<file path="src/rtl/synth_pkg.sv">
// Shared types, default widths and helpers for the voice scheduler slice.
package synth_pkg;

  localparam int NUM_VOICES_DEF = 4;
  localparam int FREQ_W_DEF     = 24;
  localparam int DATA_W_DEF     = 16;
  localparam int KEY_W_DEF      = 8;

  // Scan FSM states of the time-multiplexed wavetable scheduler.
  typedef enum logic [1:0] {
    IDLE  = 2'd0,
    ISSUE = 2'd1,
    WAIT  = 2'd2,
    DONE  = 2'd3
  } sched_state_t;

  // One voice table slot at the default widths (age is log2(NUM_VOICES) bits).
  typedef struct packed {
    logic                              active;
    logic [KEY_W_DEF-1:0]              key_code;
    logic [FREQ_W_DEF-1:0]             freq;
    logic [$clog2(NUM_VOICES_DEF)-1:0] age;
  } voice_entry_t;

  // Clamp a sign-extended value into the signed range of a w-bit word.
  function automatic logic signed [31:0] sat_signed(input logic signed [31:0] x,
                                                    input int w);
    logic signed [31:0] max_v;
    logic signed [31:0] min_v;
    max_v = (32'sd1 <<< (w - 1)) - 32'sd1;
    min_v = -(32'sd1 <<< (w - 1));
    if (x > max_v)      sat_signed = max_v;
    else if (x < min_v) sat_signed = min_v;
    else                sat_signed = x;
  endfunction

endpackage

</file>
<file path="src/rtl/voice_alloc.sv">
// Voice table: note-on allocation / stealing, note-off release, age tracking,
// plus a frequency read port indexed by the scheduler's scan position.
module voice_alloc
  import synth_pkg::*;
#(
  parameter int NUM_VOICES = NUM_VOICES_DEF,
  parameter int FREQ_W     = FREQ_W_DEF,
  parameter int KEY_W      = KEY_W_DEF
) (
  input  logic                          Clk,
  input  logic                          Reset,
  input  logic                          key_valid,
  input  logic                          key_on,
  input  logic [KEY_W-1:0]              key_code,
  input  logic [FREQ_W-1:0]             key_freq,
  input  logic [$clog2(NUM_VOICES)-1:0] rd_idx,
  output logic [FREQ_W-1:0]             rd_freq,
  output logic [NUM_VOICES-1:0]         active_mask
);

  localparam int IDX_W = $clog2(NUM_VOICES);
  localparam logic [IDX_W-1:0] AGE_MAX = '1;
  localparam logic [IDX_W-1:0] AGE_ONE = IDX_W'(1);

  logic [NUM_VOICES-1:0] active_reg;
  logic [NUM_VOICES-1:0] active_next;
  logic [KEY_W-1:0]      key_reg   [NUM_VOICES];
  logic [KEY_W-1:0]      key_next  [NUM_VOICES];
  logic [FREQ_W-1:0]     freq_reg  [NUM_VOICES];
  logic [FREQ_W-1:0]     freq_next [NUM_VOICES];
  logic [IDX_W-1:0]      age_reg   [NUM_VOICES];
  logic [IDX_W-1:0]      age_next  [NUM_VOICES];

  logic             match_hit;
  logic [IDX_W-1:0] match_idx;
  logic             free_hit;
  logic [IDX_W-1:0] free_idx;
  logic [IDX_W-1:0] steal_idx;
  logic [IDX_W-1:0] best_age;
  logic [IDX_W-1:0] alloc_idx;

  // Locate the matching active key, the lowest free slot and the oldest slot.
  always_comb begin
    match_hit = 1'b0;
    match_idx = '0;
    free_hit  = 1'b0;
    free_idx  = '0;
    steal_idx = '0;
    best_age  = age_reg[0];
    // Descending scan so the lowest index is the one left standing.
    for (int i = NUM_VOICES - 1; i >= 0; i--) begin
      if (active_reg[i] && (key_reg[i] == key_code)) begin
        match_hit = 1'b1;
        match_idx = IDX_W'(i);
      end
      if (!active_reg[i]) begin
        free_hit = 1'b1;
        free_idx = IDX_W'(i);
      end
    end
    // Strictly-greater comparison keeps the lowest index on age ties.
    for (int i = 1; i < NUM_VOICES; i++) begin
      if (age_reg[i] > best_age) begin
        best_age  = age_reg[i];
        steal_idx = IDX_W'(i);
      end
    end
  end

  // Apply the key event to produce the next voice table contents.
  always_comb begin
    active_next = active_reg;
    for (int i = 0; i < NUM_VOICES; i++) begin
      key_next[i]  = key_reg[i];
      freq_next[i] = freq_reg[i];
      age_next[i]  = age_reg[i];
    end
    alloc_idx = free_hit ? free_idx : steal_idx;
    if (key_valid) begin
      if (key_on) begin
        if (match_hit) begin
          // Retrigger of a sounding key only retunes it.
          freq_next[match_idx] = key_freq;
        end else begin
          for (int i = 0; i < NUM_VOICES; i++) begin
            if (IDX_W'(i) == alloc_idx) begin
              active_next[i] = 1'b1;
              key_next[i]    = key_code;
              freq_next[i]   = key_freq;
              age_next[i]    = '0;
            end else if (active_reg[i] && (age_reg[i] != AGE_MAX)) begin
              age_next[i] = age_reg[i] + AGE_ONE;
            end
          end
        end
      end else if (match_hit) begin
        active_next[match_idx] = 1'b0;
      end
    end
  end

  // Voice table state register.
  always_ff @(posedge Clk) begin
    if (!Reset) begin
      active_reg <= '0;
      for (int i = 0; i < NUM_VOICES; i++) begin
        key_reg[i]  <= '0;
        freq_reg[i] <= '0;
        age_reg[i]  <= '0;
      end
    end else begin
      active_reg <= active_next;
      for (int i = 0; i < NUM_VOICES; i++) begin
        key_reg[i]  <= key_next[i];
        freq_reg[i] <= freq_next[i];
        age_reg[i]  <= age_next[i];
      end
    end
  end

  assign rd_freq = freq_reg[rd_idx];

  genvar gi;
  generate
    for (gi = 0; gi < NUM_VOICES; gi++) begin : g_mask
      assign active_mask[gi] = active_reg[gi];
    end
  endgenerate

endmodule

</file>
<file path="src/rtl/voice_scheduler.sv">
// Polyphonic voice scheduler: per sample tick, walks the voice table, issues
// one wavetable lookup per active voice, sums the results and emits one
// saturated mixed sample.
module voice_scheduler
  import synth_pkg::*;
#(
  parameter int NUM_VOICES = NUM_VOICES_DEF,
  parameter int FREQ_W     = FREQ_W_DEF,
  parameter int DATA_W     = DATA_W_DEF,
  parameter int KEY_W      = KEY_W_DEF
) (
  input  logic                          Clk,
  input  logic                          Reset,
  input  logic                          key_valid,
  input  logic                          key_on,
  input  logic [KEY_W-1:0]              key_code,
  input  logic [FREQ_W-1:0]             key_freq,
  input  logic                          sample_tick,
  output logic                          wt_req,
  output logic [$clog2(NUM_VOICES)-1:0] wt_voice,
  output logic [FREQ_W-1:0]             wt_freq,
  input  logic                          wt_ack,
  input  logic [DATA_W-1:0]             wt_data,
  output logic [DATA_W-1:0]             mix_out,
  output logic                          mix_valid,
  output logic [NUM_VOICES-1:0]         active_mask,
  output logic                          busy,
  output logic                          overrun
);

  localparam int IDX_W = $clog2(NUM_VOICES);
  localparam int ACC_W = DATA_W + IDX_W;
  localparam logic [IDX_W-1:0] LAST_V  = IDX_W'(NUM_VOICES - 1);
  localparam logic [IDX_W-1:0] IDX_ONE = IDX_W'(1);

  sched_state_t            state_reg, state_next;
  logic [IDX_W-1:0]        v_reg, v_next;
  logic signed [ACC_W-1:0] acc_reg, acc_next;
  logic                    wt_req_reg, wt_req_next;
  logic [IDX_W-1:0]        wt_voice_reg, wt_voice_next;
  logic [FREQ_W-1:0]       wt_freq_reg, wt_freq_next;
  logic [DATA_W-1:0]       mix_out_reg, mix_out_next;
  logic                    mix_valid_reg, mix_valid_next;
  logic                    busy_reg, busy_next;
  logic                    overrun_reg, overrun_next;

  logic [FREQ_W-1:0]       rd_freq;
  logic signed [ACC_W-1:0] wt_data_ext;
  logic signed [31:0]      acc_wide;
  logic signed [31:0]      sat_wide;

  voice_alloc #(
    .NUM_VOICES (NUM_VOICES),
    .FREQ_W     (FREQ_W),
    .KEY_W      (KEY_W)
  ) u_alloc (
    .Clk         (Clk),
    .Reset       (Reset),
    .key_valid   (key_valid),
    .key_on      (key_on),
    .key_code    (key_code),
    .key_freq    (key_freq),
    .rd_idx      (v_reg),
    .rd_freq     (rd_freq),
    .active_mask (active_mask)
  );

  assign wt_data_ext = $signed({{IDX_W{wt_data[DATA_W-1]}}, wt_data});
  assign acc_wide    = $signed({{(32 - ACC_W){acc_reg[ACC_W-1]}}, acc_reg});
  assign sat_wide    = sat_signed(acc_wide, DATA_W);

  // Scan FSM next-state and datapath: one voice per ISSUE, hold in WAIT until ack.
  always_comb begin
    state_next     = state_reg;
    v_next         = v_reg;
    acc_next       = acc_reg;
    wt_req_next    = wt_req_reg;
    wt_voice_next  = wt_voice_reg;
    wt_freq_next   = wt_freq_reg;
    mix_out_next   = mix_out_reg;
    mix_valid_next = 1'b0;
    // A tick outside IDLE is dropped and flagged; the flag is sticky.
    overrun_next   = overrun_reg | (sample_tick && (state_reg != IDLE));
    case (state_reg)
      IDLE: begin
        if (sample_tick) begin
          acc_next   = '0;
          v_next     = '0;
          state_next = ISSUE;
        end
      end
      ISSUE: begin
        if (active_mask[v_reg]) begin
          wt_voice_next = v_reg;
          wt_freq_next  = rd_freq;
          wt_req_next   = 1'b1;
          state_next    = WAIT;
        end else if (v_reg == LAST_V) begin
          state_next = DONE;
        end else begin
          v_next = v_reg + IDX_ONE;
        end
      end
      WAIT: begin
        // A note-off of this voice meanwhile does not cancel the lookup.
        if (wt_ack) begin
          acc_next    = acc_reg + wt_data_ext;
          wt_req_next = 1'b0;
          if (v_reg == LAST_V) begin
            state_next = DONE;
          end else begin
            v_next     = v_reg + IDX_ONE;
            state_next = ISSUE;
          end
        end
      end
      DONE: begin
        mix_out_next   = sat_wide[DATA_W-1:0];
        mix_valid_next = 1'b1;
        state_next     = IDLE;
      end
      default: state_next = IDLE;
    endcase
    busy_next = (state_next != IDLE);
  end

  // Scheduler state and output registers.
  always_ff @(posedge Clk) begin
    if (!Reset) begin
      state_reg     <= IDLE;
      v_reg         <= '0;
      acc_reg       <= '0;
      wt_req_reg    <= 1'b0;
      wt_voice_reg  <= '0;
      wt_freq_reg   <= '0;
      mix_out_reg   <= '0;
      mix_valid_reg <= 1'b0;
      busy_reg      <= 1'b0;
      overrun_reg   <= 1'b0;
    end else begin
      state_reg     <= state_next;
      v_reg         <= v_next;
      acc_reg       <= acc_next;
      wt_req_reg    <= wt_req_next;
      wt_voice_reg  <= wt_voice_next;
      wt_freq_reg   <= wt_freq_next;
      mix_out_reg   <= mix_out_next;
      mix_valid_reg <= mix_valid_next;
      busy_reg      <= busy_next;
      overrun_reg   <= overrun_next;
    end
  end

  assign wt_req    = wt_req_reg;
  assign wt_voice  = wt_voice_reg;
  assign wt_freq   = wt_freq_reg;
  assign mix_out   = mix_out_reg;
  assign mix_valid = mix_valid_reg;
  assign busy      = busy_reg;
  assign overrun   = overrun_reg;

endmodule

</file>
<file path="config.mk">
export PLATFORM = sky130hd
export DESIGN_NAME = voice_scheduler
export DESIGN_NICKNAME = d
export VERILOG_FILES = /design/src/rtl/synth_pkg.sv /design/src/rtl/voice_alloc.sv /design/src/rtl/voice_scheduler.sv
export SDC_FILE = /design/constraint.sdc
export NUM_CORES = 1
export LEC_CHECK = 0
export ABC_AREA = 1
export CORE_UTILIZATION = 55
export CTS_CLUSTER_SIZE = 16
export DETAILED_ROUTE_END_ITERATION = 10
export GPL_ROUTABILITY_DRIVEN = 0
export GPL_TIMING_DRIVEN = 0
export PLACE_DENSITY = 0.81
export SLEW_MARGIN = 40
export SYNTH_ARGS = -nofsm -noshare
export SYNTH_HDL_FRONTEND = slang
export SYNTH_SLANG_ARGS = --single-unit
</file>
<file path="constraint.sdc">
create_clock -name Clk -period 7.7 [get_ports Clk]
set_input_delay 0.77 -clock Clk [delete_from_list [all_inputs] [get_ports Clk]]
set_output_delay 0.77 -clock Clk [all_outputs]
set_load 0.01 [all_outputs]
</file>
==> results.yml <==
sta:
  tightest_slew_ps: 688.5
  max_slew_margin: 0.5410
  fin_crit_sh: 0.4984
  fmax_mhz: 260.6
  hold_violations: 0
  fin_worst_skew_ps: 12.91
  drv_slew: 0
  rsz0062_at_grt: "false"
  fin_tns_setup_ps: 0
  setup_slack_ps: 3862
  setup-violations-final: 0
  final.min_clock_period_ps: 3838
grt:
  grt_max_degree: 13
  grt_first_pass_wirelength_um: 45000
  globalRoute.totalOverflow: 0
  first_global_vias: 9222
  antenna_found_initial: 0
  grt_usage: 0.3021
hold_path:
  hold_path_end: "u_alloc.freq_reg[1][16]"
  worstHoldPathCells: 2
  hp-class: "reg2reg"
  holdCritStartpoint: "u_alloc.freq_reg[1][16]"
setup_path:
  crit_top_cell: "nand2_1"
  crit_arrival_ps: 4230
  r2r-end: "u_alloc.freq_reg[3][10]"
  endpoint_kind: "flop"
  crit_type: "reg2reg"
  reg2reg_slack_ps: 3860
  slowest_stage: "dfxtp_1"
  cp_data_required_time_ps: 8090
  r2r-start: "u_alloc.age_reg[0][1]"
  ff2ff_path_depth: 24
  crit_chain: "inv_1 -> ha_1 -> inv_1 -> nand2_1 -> a21oi_1 -> nand2_1 -> o21ai_0 -> ha_1 -> nand2_1 -> o21ai_1 -> nand2_1 -> o21ai_0 -> ha_1 -> nand2_1 -> o21ai_0 -> nand3_1 -> nand2_1 -> nor2_2 -> inv_1 -> nand3_1 -> nand2_1 -> buf_2 -> o21ai_0 -> nor2_1"
  slowest_delay_ps: 360
  startpoint_type: "flop"
  worstPathMaxFanout: 10
cells_and_area:
  drive_gt1_frac: 0.05624
  largest_reg_flops: 96
  area_growth_pct: 19.51
  nNetsFinal: 1693
  diodes: 0
synthesis:
  synth_top_area_share: 0.4094
  yosysMostFrequentCell: "nand2_1"
  ys.warnings.count: 0
  synth.area.top_cells: "dfxtp_1 41%, nand2_1 11%, o21ai_0 10%, a21oi_1 8.8%, nor2_1 8.0%"
  synthesis.nets: 1570
  yosysUniqueCellTypes: 39
  synth_ff_type: "dfxtp_1"
  synth.ff_latch_count: 208
  netlist_instances: 1481
  synth_area_um2: 10170
  post-synth-top-area-cell: "dfxtp_1"
  synthTopCellsByCount: "292 x nand2_1, 217 x nor2_1, 213 x o21ai_0"
  synth-async-reset-ratio: 0
  synth_edf_count: 0
  syn_area_per_cell_um2: 6.867
  ys_seq_area_frac: 0.4094
detailed_routing:
  routed_wl_um: 28310
  post_drt_wl_per_cell_um: 15.33
  antenna_left: 0
  num_vias: 10090
  drt_iter0_drc: 728
  viasPerCell: 5.460
  first_pass_iters: 5
  post-route-drc-count: 0
cts:
  cts_tree: "done"
  clock_latency_ps: 510
  postCtsResizedCells: 0
  cts_sinks: 208
  clockBufferDepth: 3
  numCtsBuffers: 23
  htreeDepth: 1
  holdBufCountCts: 0
  cts_root_buffer: "clkbuf_16"
  path_clk_slew_ps: 60
  post-cts-setup-buffer-count: 0
flow_run:
  maxCapViolCount: 0
power_and_ir_drop:
  p_per_area_nw_per_um2: 209.5
  max-vdd-ir-drop_v: 0.0001747
  p_leak_nw: 4.943
placement:
  dp_hpwl_um: 20600
  io_buffers: 98
  dpl_worst_slack_ps: 3936
floorplan:
  die-area_um2: 19040
  pin_count: 104
  die_h_um: 138.0
  initial_core_util: 0.5642
  num_rows: 49
  core-area_um2: 18020
  die_w_um: 138.0
status:
  outcome: "completed"
## layer usage
metal | GRT usage | vias to the layer above | part of all wire
li1 | - | 5053 | -
met1 | 0.3856 | 4589 | 0.42
met2 | 0.5206 | 376 | 0.48
met3 | 0.03545 | 67 | 0.069
met4 | 0.1135 | 0 | 0.027
met5 | 0 | - | 0
## cell usage in the layout, fill, tap and decap left out, types with 8 or more instances in the layout
cell	netlist	layout
a21oi_1	179	179
clkdlybuf4s50_1	0	98
nor2_1	217	217
buf_4	10	10
ha_1	34	34
clkbuf_16	0	23
o21ai_1	8	8
inv_1	134	134
buf_2	16	16
nand3_1	43	43
clkbuf_1	39	45
inv_2	8	8
dfxtp_1	208	208
o21ai_0	213	213
nand2_1	292	292
## per-stage QoR
step	total power, mW	cells	area [um2]	util	hold WS, ps
after CTS	2.548	1847	12150	0.6743	455.0
after global routing	2.642	1847	12150	0.6743	479.8
final	2.546	1847	12150	0.6743	455.1
after global placement	1.495	1808	11440	0.6345	437.0
after floorplan	1.363	1481	10170	-	429.2
after detailed placement	1.502	1808	11440	0.6345	446.2
## power breakdown
part           total, mW  switching [mW]  internal, mW
clock network       1.06           0.431         0.628
logic              0.366           0.236         0.129
registers           1.12          0.0182          1.10
total               2.55           0.685          1.86
## cell type report
cell class,instances,area (um2)
Inverter,146,548.0
Clock buffer,34,666.9
Timing Repair Buffer,98,980.9
Multi-Input combinational cell,1051,5059
Sequential cell,208,4164
Tap cell,229,286.5
Clock inverter,5,50.05
Fill cell,1574,5871
Buffer,76,399.1
## worst max-delay path by stage
stage | cells after the start | from | end
2_1_floorplan | 23 | u_alloc.age_reg[0][1] | u_alloc.freq_reg[3][10]
5_1_grt | 23 | u_alloc.age_reg[0][1] | u_alloc.freq_reg[1][17]
3_5_place_dp | 22 | u_alloc.age_reg[0][3] | u_alloc.freq_reg[1][0]
3_3_place_gp | 22 | u_alloc.age_reg[0][1] | u_alloc.freq_reg[1][18]
4_1_cts | 22 | u_alloc.age_reg[0][1] | u_alloc.freq_reg[1][0]
6_report | 24 | u_alloc.age_reg[0][1] | u_alloc.freq_reg[3][10]
## worst max-delay path: cells and delay by family (launching register included)
family | cells | cell delay [ps]
simple gates | 11 | 1100
fa+ha+maj | 3 | 890
compound gates | 6 | 820
buf+inv | 4 | 540
flops | 1 | 360
## logic make-up (layout without fill, tap and decap cells)
logic type               after synthesis  after routing  share of synthesized area
flip-flops                           208            208                     0.4094
AO/OA/AOI/OAI                        422            422                     0.2124
XOR/XNOR                               9              9                   0.007751
adder cells (fa/ha/maj)               35             35                    0.04380
AND/OR/NAND/NOR                      585            585                     0.2335
buffers and inverters                222            359                    0.09313
No activity file was read; power rests on OpenSTA's default activity.
